## src/rtl/stream_upsizer_pkg.sv

```systemverilog
// Width helpers shared by the stream width converters.
package stream_upsizer_pkg;

    // Bits needed to hold a lane count of 0..scale.
    function automatic int count_width(input int scale);
        return $clog2(scale + 1);
    endfunction

    // Bits needed for a lane index of 0..scale-1, never less than one.
    function automatic int index_width(input int scale);
        return (scale > 2) ? $clog2(scale) : 1;
    endfunction

endpackage

```

## src/rtl/stream_upsizer.sv

```systemverilog
// Packs DW_IN-bit beats into DW_IN*SCALE-bit words, beat 0 in the low lane;
// s_last_i flushes a partial word early with its lane count.
module stream_upsizer
    import stream_upsizer_pkg::*;
#(
    parameter int DW_IN = 8,
    parameter int SCALE = 4
) (
    input  logic                          clk,
    input  logic                          rst,
    input  logic [DW_IN-1:0]              s_data_i,
    input  logic                          s_valid_i,
    input  logic                          s_last_i,
    output logic                          s_ready_o,
    output logic [DW_IN*SCALE-1:0]        m_data_o,
    output logic [count_width(SCALE)-1:0] m_count_o,
    output logic                          m_last_o,
    output logic                          m_valid_o,
    input  logic                          m_ready_i
);

    localparam int IDX_W = index_width(SCALE);
    localparam int CNT_W = count_width(SCALE);

    logic [SCALE-1:0][DW_IN-1:0] data_q;
    logic [IDX_W-1:0]            idx;
    logic                        full;
    logic [CNT_W-1:0]            count_q;
    logic                        last_q;
    logic                        rst_r;
    logic                        wr;
    logic                        rd;
    logic                        done;

    assign s_ready_o = !rst_r && (!full || m_ready_i);
    assign wr        = s_valid_i && s_ready_o;
    assign rd        = full && m_ready_i;
    assign done      = wr && (idx == IDX_W'(SCALE - 1) || s_last_i);

    assign m_data_o  = data_q;
    assign m_count_o = count_q;
    assign m_last_o  = last_q;
    assign m_valid_o = full;

    always_ff @(posedge clk) begin
        if (rst) begin
            data_q  <= '0;
            idx     <= '0;
            full    <= 1'b0;
            count_q <= '0;
            last_q  <= 1'b0;
            rst_r   <= 1'b1;
        end else begin
            rst_r <= 1'b0;
            if (wr) begin
                // Lane 0 starts a fresh word, so stale lanes are zeroed here.
                for (int k = 0; k < SCALE; k++) begin
                    if (IDX_W'(k) == idx)
                        data_q[k] <= s_data_i;
                    else if (idx == '0)
                        data_q[k] <= '0;
                end
            end
            if (done) begin
                full    <= 1'b1;
                count_q <= CNT_W'(idx) + CNT_W'(1);
                last_q  <= s_last_i;
                idx     <= '0;
            end else begin
                if (wr)
                    idx <= idx + IDX_W'(1);
                if (rd)
                    full <= 1'b0;
            end
        end
    end

endmodule
```

## config.mk

```make
export PLATFORM = sky130hd
export DESIGN_NAME = stream_upsizer
export DESIGN_NICKNAME = d
export VERILOG_FILES = /design/src/rtl/stream_upsizer_pkg.sv /design/src/rtl/stream_upsizer.sv
export SDC_FILE = /design/constraint.sdc
export NUM_CORES = 1
export LEC_CHECK = 0
export BUFFER_PORTS_ARGS = -buffer_cell sky130_fd_sc_hd__buf_2
export CORE_AREA = 2 2 66 68
export CTS_CLUSTER_DIAMETER = 30
export DETAILED_ROUTE_END_ITERATION = 6
export DIE_AREA = 0 0 68 70
export PLACE_DENSITY = 0.82
export SETUP_SLACK_MARGIN = 0.3
export SLEW_MARGIN = 20
export SYNTH_ARGS = -nofsm -noshare
export SYNTH_HDL_FRONTEND = slang
export SYNTH_SLANG_ARGS = --single-unit
export TNS_END_PERCENT = 1
```

## constraint.sdc

```tcl
create_clock -name clk -period 1.4 [get_ports clk]
set_input_delay 0 -clock clk [delete_from_list [all_inputs] [get_ports clk]]
set_output_delay 0 -clock clk [all_outputs]
set_load 0.05 [all_outputs]
```

==> impl_metrics.py <==
metrics = {
    "hold_path": {
        "holdCritPathClass": "in2reg",
        "holdCritStartpoint": "s_data_i[5]",
    },
    "timing": {
        "fin_skew_ns": 0.005214,
        "min_period_ns": 1.421,
        "worst_pin_slew_ns": 0.3668,
        "slew_headroom_pct": 75.32,
        "finalSetupViolations": 8,
        "setup_slack_ns": -0.02080,
        "fin_crit_sh_pct": 101.5,
        "max_freq_mhz": 703.8,
        "slew_viol_final": 0,
        "finalHoldViolations": 0,
        "rsz0062_at_grt": "true",
    },
    "cells_and_area": {
        "areaGrowthSynthToFinish_pct": 39.32,
        "final_nets": 279,
        "diodes": 0,
        "layout_common_cells": "49 x buf_2, 36 x dfxtp_1, 33 x a21oi_1, 26 x nand4_1, 17 x o31ai_1",
        "drive_above_1_share_pct": 46.01,
        "fin_util_pct": 60.87,
        "final_common_cell": "buf_2",
    },
    "place": {
        "place.gp.congestion": 0.8205,
        "hpwl_um": 3218,
        "dp_slack_ns": -0.01271,
        "io_buffers": 50,
    },
    "floorplanning": {
        "core_mm2": 0.004144,
        "num_rows": 24,
        "die_width_um": 68,
        "die_height_um": 70,
        "io_pins": 51,
        "die_area_mm2": 0.004760,
        "initial_core_util_pct": 43.69,
    },
    "pwr": {
        "vdd_drop_max_uv": 509.7,
        "clockPowerShare_pct": 34.2,
        "power_density_mw_per_mm2": 921.2,
        "leakage_nw": 0.9881,
        "p_int_w": 0.001665,
        "swShare_pct": 28.35,
        "combPwrFrac_pct": 15.3,
        "switching_power_w": 0.0006587,
        "seqPwrFrac_pct": 50.5,
    },
    "setup_path": {
        "reg2reg_from": "idx[0]$_SDFFE_PP0P_",
        "path_class": "reg2reg",
        "cp-startpoint": "idx[0]$_SDFFE_PP0P_",
        "cp-end-kind": "flip-flop",
        "start_kind": "flip-flop",
        "crit_arrival_ns": 1.66,
        "worst-r2r-setup-slack_ns": -0.02,
        "worstPathMaxFanout": 15,
        "critical_path_required_ns": 1.64,
    },
    "clocking": {
        "cts_tree": "built",
        "clock-sinks": 40,
        "cts_buffer_depth": 2,
        "clock_latency_ns": 0.30,
        "clk_pin_slew_ns": 0.08,
        "cts_root_buf": "clkbuf_8",
        "htree_levels": 2,
        "cts_inserted_buffers": 5,
    },
    "drt": {
        "totalWireLength_um": 5160,
        "num_vias": 1850,
        "drt_iter0_drc": 167,
        "vias_per_cell": 5.873,
        "first_pass_iters": 5,
        "wl_per_cell_um": 16.38,
        "ant_nets": 0,
        "drc": 0,
    },
    "grt": {
        "grt_max_degree": 28,
        "antenna_found_initial": 0,
        "grt_pass1_wl_um": 8197,
        "track_usage_pct": 22.48,
        "grt_pass1_vias": 1727,
        "grt-ovfl-total": 0,
    },
    "run": {
        "cap_violations": 0,
    },
    "logic_synthesis": {
        "seq_area_frac_synth_pct": 44.23,
        "yosys.area.top_type": "dfxtp_1",
        "synthTopCellsByArea": "dfxtp_1 44%, o31ai_1 14%, a21oi_1 10%",
        "yosysTopAreaCellShare_pct": 44.23,
        "netlist_instances": 205,
        "ys_seq_elements": 40,
        "mappedNetlistArea_mm2": 0.001810,
        "ys_types": 25,
        "synth_warnings": 0,
        "avgSynthCellArea_um2": 8.832,
        "synthesis.nets": 222,
    },
    "status": {
        "violations": "negative setup slack",
        "run_status": "finished, violations left",
    },
}
[path summary, 6_finish.rpt]
| path | endpoint | cells past startpoint |
|---|---|---|
| setup reg to reg | m_data_o[28]$_SDFFE_PP0P_ | 4 |
| setup / recovery | m_data_o[28]$_SDFFE_PP0P_ | 4 |
| hold reg to reg | m_count_o[1]$_SDFFE_PP0P_ | 2 |
| hold / removal | m_data_o[13]$_SDFFE_PP0P_ | 3 |
[critical path: stages (launching register included)]
cell and delay, ns:
dfxtp_2 0.37, inv_4 0.06, ha_4 0.27, or4_4 0.54
a21oi_2 0.12
[per-layer routing]
layer | global-route usage [%] | vias up | part of all wire, %
li1 | - | 896 | -
met1 | 30.21 | 877 | 43
met2 | 34.20 | 64 | 49
met3 | 4.509 | 13 | 5.8
met4 | 10.22 | 0 | 2.2
met5 | 0 | - | 0
[final cells by class]
class / instances / area [um^2]
Clock inverter: 2 / 10.01
Sequential cell: 40 / 808.3
Tap cell: 52 / 65.06
Multi-Input combinational cell: 134 / 1028
Timing Repair Buffer: 75 / 499.2
Inverter: 6 / 28.78
Fill cell: 339 / 1622
Clock buffer: 6 / 82.58
[flip-flops by register name, indices dropped and copies added, names as in the netlist]
signal and count:
m_data_o 32, m_count_o 3, idx 2, m_last_o 1, m_valid_o 1, rst_r 1
[power by group through the flow]
stage                     logic, W  clock network (W)  registers [W]
after floorplan           0.000138                  0        0.00126
after global placement    0.000302                  0        0.00120
after detailed placement  0.000303                  0        0.00120
after CTS                 0.000346           0.000805        0.00117
after global routing      0.000374           0.000854        0.00118
final                     0.000355           0.000796        0.00117
[cells in the mapped netlist]
library cell and n:
buf_4 1, dfxtp_1 40, nor2b_4 1, nor4_1 2, o31ai_1 33, nand3_1 1
nand2b_1 1, or3_4 1, clkbuf_1 6, nand4_1 26, a31o_2 1, nor2_1 4
o21ai_0 2, inv_1 6, nor2b_1 1, a21oi_1 36, or4_1 8, nand2_1 10
buf_6 2, buf_2 13, a211oi_1 1, mux2i_1 1, ha_1 4, nand2b_4 1
buf_1 3
[what timing repair did]
item,4_1_cts,5_1_grt
pin swaps,30,11
gates resized for setup,37,8
buffers inserted,5,0
endpoints found under the hold margin,3,0
cloned,0,0
setup endpoints to repair,40,40
hold buffers,2,0
[cell families (layout without fill, tap and decap cells)]
kind of cell | count (synthesis) | in the layout | share of synthesized area (%)
fa+ha+maj | 4 | 4 | 2.764
buf+inv | 31 | 89 | 8.362
compound gates | 73 | 73 | 25.09
flops | 40 | 40 | 44.23
simple gates | 56 | 56 | 19.00
mux | 1 | 1 | 0.5529
[stage by stage]
| stage | TNS, ns | instances | total power [W] | hold slack, ns | cell area [um^2] |
|---|---|---|---|---|---|
| floorplan | 0 | 205 | 0.001397 | 0.02772 | 1848 |
| global placement | 0 | 300 | 0.001499 | 0.2975 | 2176 |
| detailed placement | -0.03776 | 300 | 0.001501 | 0.3041 | 2176 |
| CTS | -0.03426 | 315 | 0.002323 | 0.0002078 | 2492 |
| global route | -0.6478 | 315 | 0.002403 | 0.01685 | 2522 |
| finish | -0.1242 | 315 | 0.002324 | 0.002380 | 2522 |
No activity file was read; power rests on OpenSTA's default activity.
